<file path="config.mk">
export PLATFORM = sky130hd
export DESIGN_NAME = parity_frame_arbiter
export DESIGN_NICKNAME = d
export VERILOG_FILES = /design/src/rtl/parity_arb_pkg.sv /design/src/rtl/parity_frame_arbiter_parity_gen.sv /design/src/rtl/parity_frame_arbiter.sv
export SDC_FILE = /design/constraint.sdc
export NUM_CORES = 1
export LEC_CHECK = 0
export ABC_CLOCK_PERIOD_IN_PS = 6400
export CAP_MARGIN = 20
export CORE_UTILIZATION = 40
export DETAILED_ROUTE_END_ITERATION = 12
export GPL_TIMING_DRIVEN = 0
export REMOVE_ABC_BUFFERS = 1
export SLEW_MARGIN = 25
export SYNTH_ARGS = -nofsm -noshare
export SYNTH_HDL_FRONTEND = slang
export SYNTH_SLANG_ARGS = --single-unit
</file>
<file path="constraint.sdc">
create_clock -name clk_i -period 6.4 [get_ports clk_i]
set_input_delay 1.28 -clock clk_i [delete_from_list [all_inputs] [get_ports clk_i]]
set_output_delay 1.28 -clock clk_i [all_outputs]
set_load 0.05 [all_outputs]
</file>
<file path="src/rtl/parity_arb_pkg.sv">
// Shared types and defaults for the parity frame arbiter.
//   state_e : arbiter state (IDLE searching for a requester, LOCK holding one)
//   clog2   : ceil(log2(n)), floored at 1 so a 2-requester ID is still 1 bit
package parity_arb_pkg;

    typedef enum logic {
        IDLE = 1'b0,
        LOCK = 1'b1
    } state_e;

    localparam int NUM_REQ_DEFAULT = 4;
    localparam int DATA_W_DEFAULT  = 16;

    function automatic int clog2(input int n);
        int r;
        r = 1;
        for (int i = 1; i < 32; i++) begin
            if ((1 << i) < n) r = i + 1;
        end
        return r;
    endfunction

endpackage

</file>
<file path="src/rtl/parity_frame_arbiter_parity_gen.sv">
// Combinational word parity generator.
//   data_i   : word to reduce
//   parity_o : XOR of all bits of data_i (even parity bit)
module ParityGenerator #(
    parameter int DATA_W = 16
) (
    input  logic [DATA_W-1:0] data_i,
    output logic              parity_o
);

    assign parity_o = ^data_i;

endmodule

</file>
<file path="src/rtl/parity_frame_arbiter.sv">
// Round-robin arbiter sharing one word parity generator between NUM_REQ
// framed valid/ready streams. A grant is held for a whole frame; one
// registered result (parity, owner ID, saturating word count) per frame.
//   clk_i, rst_ni            : clock, synchronous active-low reset
//   req_valid_i/last_i/data_i: per-requester word stream (data packed k*DATA_W)
//   req_ready_o              : one-hot (or zero) accept
//   res_*                    : frame result stream, held until res_ready_i
//   busy_o                   : high while a multi-word frame owns the grant
module parity_frame_arbiter
    import parity_arb_pkg::*;
#(
    parameter int NUM_REQ = NUM_REQ_DEFAULT,
    parameter int DATA_W  = DATA_W_DEFAULT,
    parameter bit ODD     = 1'b0,
    parameter int LEN_W   = 8
) (
    input  logic                        clk_i,
    input  logic                        rst_ni,
    input  logic [NUM_REQ-1:0]          req_valid_i,
    input  logic [NUM_REQ-1:0]          req_last_i,
    input  logic [NUM_REQ*DATA_W-1:0]   req_data_i,
    output logic [NUM_REQ-1:0]          req_ready_o,
    output logic                        res_valid_o,
    input  logic                        res_ready_i,
    output logic                        res_parity_o,
    output logic [clog2(NUM_REQ)-1:0]   res_id_o,
    output logic [LEN_W-1:0]            res_len_o,
    output logic                        busy_o
);

    localparam int ID_W = clog2(NUM_REQ);

    state_e            state_q, state_d;
    logic [ID_W-1:0]   rr_ptr_q, rr_ptr_d;
    logic [ID_W-1:0]   lock_id_q, lock_id_d;
    logic              acc_q, acc_d;
    logic [LEN_W-1:0]  cnt_q, cnt_d;
    logic              res_valid_q, res_valid_d;
    logic              res_parity_q, res_parity_d;
    logic [ID_W-1:0]   res_id_q, res_id_d;
    logic [LEN_W-1:0]  res_len_q, res_len_d;

    logic              can_accept, grant_vld, xfer, word_par, acc_n;
    logic [ID_W-1:0]   grant;
    logic [ID_W:0]     idx;
    logic [DATA_W-1:0] grant_word;
    logic [LEN_W-1:0]  cnt_n;

    // A pending result blocks every word, not only last words, so a frame
    // never runs ahead of an unconsumed result.
    assign can_accept = !res_valid_q || res_ready_i;

    // Scan offsets high to low so the smallest offset from rr_ptr wins.
    always_comb begin
        grant     = lock_id_q;
        grant_vld = 1'b0;
        idx       = '0;
        if (state_q == LOCK) begin
            grant_vld = 1'b1;
        end else begin
            for (int i = NUM_REQ - 1; i >= 0; i--) begin
                idx = {1'b0, rr_ptr_q} + (ID_W+1)'(i);
                if (idx >= (ID_W+1)'(NUM_REQ)) idx = idx - (ID_W+1)'(NUM_REQ);
                if (req_valid_i[idx[ID_W-1:0]]) begin
                    grant     = idx[ID_W-1:0];
                    grant_vld = 1'b1;
                end
            end
        end
    end

    always_comb begin
        grant_word  = '0;
        req_ready_o = '0;
        for (int k = 0; k < NUM_REQ; k++) begin
            if (grant == ID_W'(k)) begin
                grant_word     = req_data_i[k*DATA_W +: DATA_W];
                req_ready_o[k] = grant_vld && can_accept;
            end
        end
    end

    ParityGenerator #(.DATA_W(DATA_W)) u_parity (
        .data_i   (grant_word),
        .parity_o (word_par)
    );

    assign xfer  = grant_vld && req_valid_i[grant] && can_accept;
    assign acc_n = acc_q ^ word_par;
    assign cnt_n = (&cnt_q) ? cnt_q : cnt_q + LEN_W'(1);

    always_comb begin
        state_d      = state_q;
        rr_ptr_d     = rr_ptr_q;
        lock_id_d    = lock_id_q;
        acc_d        = acc_q;
        cnt_d        = cnt_q;
        res_valid_d  = res_valid_q;
        res_parity_d = res_parity_q;
        res_id_d     = res_id_q;
        res_len_d    = res_len_q;

        if (res_valid_q && res_ready_i) res_valid_d = 1'b0;

        if (xfer) begin
            if (!req_last_i[grant]) begin
                acc_d     = acc_n;
                cnt_d     = cnt_n;
                state_d   = LOCK;
                lock_id_d = grant;
            end else begin
                // Overrides the consume above when both happen together.
                res_valid_d  = 1'b1;
                res_parity_d = acc_n ^ ODD;
                res_id_d     = grant;
                res_len_d    = cnt_n;
                acc_d        = 1'b0;
                cnt_d        = '0;
                state_d      = IDLE;
                rr_ptr_d     = (grant == ID_W'(NUM_REQ - 1)) ? '0 : grant + ID_W'(1);
            end
        end
    end

    always_ff @(posedge clk_i) begin
        if (!rst_ni) begin
            state_q      <= IDLE;
            rr_ptr_q     <= '0;
            lock_id_q    <= '0;
            acc_q        <= 1'b0;
            cnt_q        <= '0;
            res_valid_q  <= 1'b0;
            res_parity_q <= 1'b0;
            res_id_q     <= '0;
            res_len_q    <= '0;
        end else begin
            state_q      <= state_d;
            rr_ptr_q     <= rr_ptr_d;
            lock_id_q    <= lock_id_d;
            acc_q        <= acc_d;
            cnt_q        <= cnt_d;
            res_valid_q  <= res_valid_d;
            res_parity_q <= res_parity_d;
            res_id_q     <= res_id_d;
            res_len_q    <= res_len_d;
        end
    end

    assign res_valid_o  = res_valid_q;
    assign res_parity_o = res_parity_q;
    assign res_id_o     = res_id_q;
    assign res_len_o    = res_len_q;
    assign busy_o       = (state_q == LOCK);

endmodule
</file>
==> results.md <==
- Synth Flop Type: dfxtp_1
- Yosys top cell by area: dfxtp_1
- Yosys top cell area share: 17.6%
- Final Non-Filler Cells: 2,573
- Max-Slew Margin vs Limit: 26.3%
- Syn Area/Cell: 7.00 um^2
- Gpl congestion: 1.06
- Dpl ws: -3.97 ns
- Largest net degree at the start of global routing: 58
- Hold crit path type: reg -> reg
- Initial antenna violation count: 1
- Clock Tree Root: clkbuf_16
- Post-Route WL: 66,600 um
- Clk sinks: 116
- Data required time of the worst path: 5.12 ns
- Fmax: 142 MHz
- Die area: 33,700 um^2
- RSZ-0062 raised after global routing: yes
- Clock Skew: 0.0103 ns
- Critical path fanouts, max: 7
- Met2 track demand over resource: 58.4%
- Post-synthesis cell area: 13,200 um^2
- IO Count: 122
- Hold Fails Final Rpt: 0
- Critical path arrival: 5.74 ns
- Die Y: 184 um
- Hold-fix buffers, CTS: 0
- DP HPWL: 46,000 um
- Initial DRC Count: 1,844
- Layout cell share with drive strength beyond 1: 23.8%
- Count leader, synth: nand2_1
- CTS tree: built
- Hold WS: 0.458 ns
- First-pass GRT wire length: 98,600 um
- Final min period: 7.02 ns
- Routed Antenna Nets: 0
- DRT Pass-1 Iters: 6
- Worst skew pair latency: 0.42 ns
- Crit end category: output port
- CP Class: reg -> out
- Routed wire length per instance: 25.9 um
- Row count: 66
- Post-synth EDFFs: 0
- Synth top cells by count: 198 x nand2_1, 186 x nor2_1, 144 x xnor2_1
- Placed Cells: 2,320
- Synth unique cells: 93
- DR DRC count: 0
- Max-cap violation count: 0
- Asr flop ratio synth: 0%
- Final core occ: 56.2%
- Synth Instances: 1,888
- Number of global-route vias before repair: 15,800
- Synth Register Bits: 116
- CTS Buf Count: 17
- Layout area overhead: 38.5%
- Met3 usage: 11.3%
- Clock-pin slew on the worst setup and hold paths: 0.06 ns
- Vias per cell: 6.56
- Antenna cell count: 0
- Least-Margin Pin Slew: 1.10 ns
- Core area: 32,500 um^2
- CTS Buffer Depth: 2
- Most Crowded Layer GR: met2
- Synth area leaders: dfxtp_1 18%, xnor2_1 9.5%, nand2_1 5.6%
- Die Wd: 184 um
- Fill count: 3,111
- Final setup violation count: 4
- Initial core utilization: 40.6%
- IO buf count: 121
- GRT met1 Usage: 49.4%
- Final Cycle Share: 110%
- Sequential fraction of the synthesis area: 17.6%
- H-tree levels: 4
- Status: finished, violations left
- Final worst slack: -0.618 ns
- Failing checks: setup timing
- Global route overflow: 0
- Final slew viol count: 0
- Nets@finish: 2,213
- Global Route Usage Sum: 38.9%
- Setup crit start kind: flop
- Vias: 16,900
- Syn. warnings: 0
-- worst max-delay path, cell delays in order (launching register included) --
cell and delay [ns]:
dfxtp_4 0.43, ha_4 0.24, nand4_1 0.32, or2_4 0.37, o21a_1 0.19, or4_4 0.58
or4b_4 0.58, nand4_4 0.16, nand4_1 0.13, xor2_1 0.19, a311oi_2 0.39, nand4_1 0.29
nor4b_4 0.44, nand4_1 0.16, buf_6 0.16, nor4b_4 0.36, and2_4 0.22, buf_8 0.14
-- per-layer routing --
| metal | up-vias | routed length [um] |
|---|---|---|
| li1 | 7501 | - |
| met1 | 7936 | 25800 |
| met2 | 1169 | 27900 |
| met3 | 280 | 8670 |
| met4 | 0 | 4240 |
| met5 | - | 0 |
-- registers in the layout, indices dropped and copies added, names as in the netlist --
signal / cells
res_valid_o: 1
rr_ptr_q: 32
busy_o: 1
res_parity_o: 1
lock_id_q: 32
res_len_o: 8
cnt_q: 8
acc_q: 1
res_id_o: 32
-- layout make-up --
cell class	instances	area [um^2]	share of cell area [%]
flip-flops and latches	116	2420	13.2
well taps	442	553	3.02
repair buffers	349	3170	17.3
multi-input cells	1607	11400	62.5
clock inverters	11	151	0.828
clock buffers	21	450	2.46
inverters	27	108	0.588
-- metrics by stage --
step                TNS [ns]  area (um^2)
floorplan             -15.65        12600
global placement     -435.82        14400
detailed placement    -92.24        14700
CTS                    -1.51        17700
global route           -2.70        18300
finish                 -2.44        18300
-- cells by family (layout without fill, tap and decap cells) --
family	count (synthesis)	after routing	synth area share (%)
simple gates	900	903	36.1
compound gates	454	454	23.7
xor+xnor	201	201	13.3
buf+inv	168	408	5.12
flops	116	116	17.6
mux	29	29	2.22
fa+ha+maj	20	20	1.89
-- placed cells by master, fill, tap and decap left out, types with 53 or more instances in the layout --
master           instances
nor2_1                 173
nand2_1                190
xnor2_1                137
clkdlybuf4s50_1        117
buf_4                  202
xor2_1                  53
a21oi_1                 99
o21ai_0                 58
nand3_1                 67
nor3_1                  85
dfxtp_1                 85
nand4_1                 66
-- final timing paths --
check               start              to  slack, ns  cells after the start
max reg2reg  rr_ptr_q[24]    rr_ptr_q[30]       0.27                     15
min reg2reg  res_len_o[2]    res_len_o[2]       0.46                      2
min          res_len_o[2]    res_len_o[2]       0.46                      2
max           rr_ptr_q[2]  req_ready_o[1]      -0.62                     17
-- repair_timing --
item / in CTS / in global routing
setup endpoints to repair: 112 / 36
pin swaps: 83 / 48
resized for setup: 260 / 52
buffers inserted: 175 / 43
cloned: 3 / 0
Power is left out: the tool's default activity adds up to more than one toggle a clock period on the data nets, which glitch-free logic cannot reach.
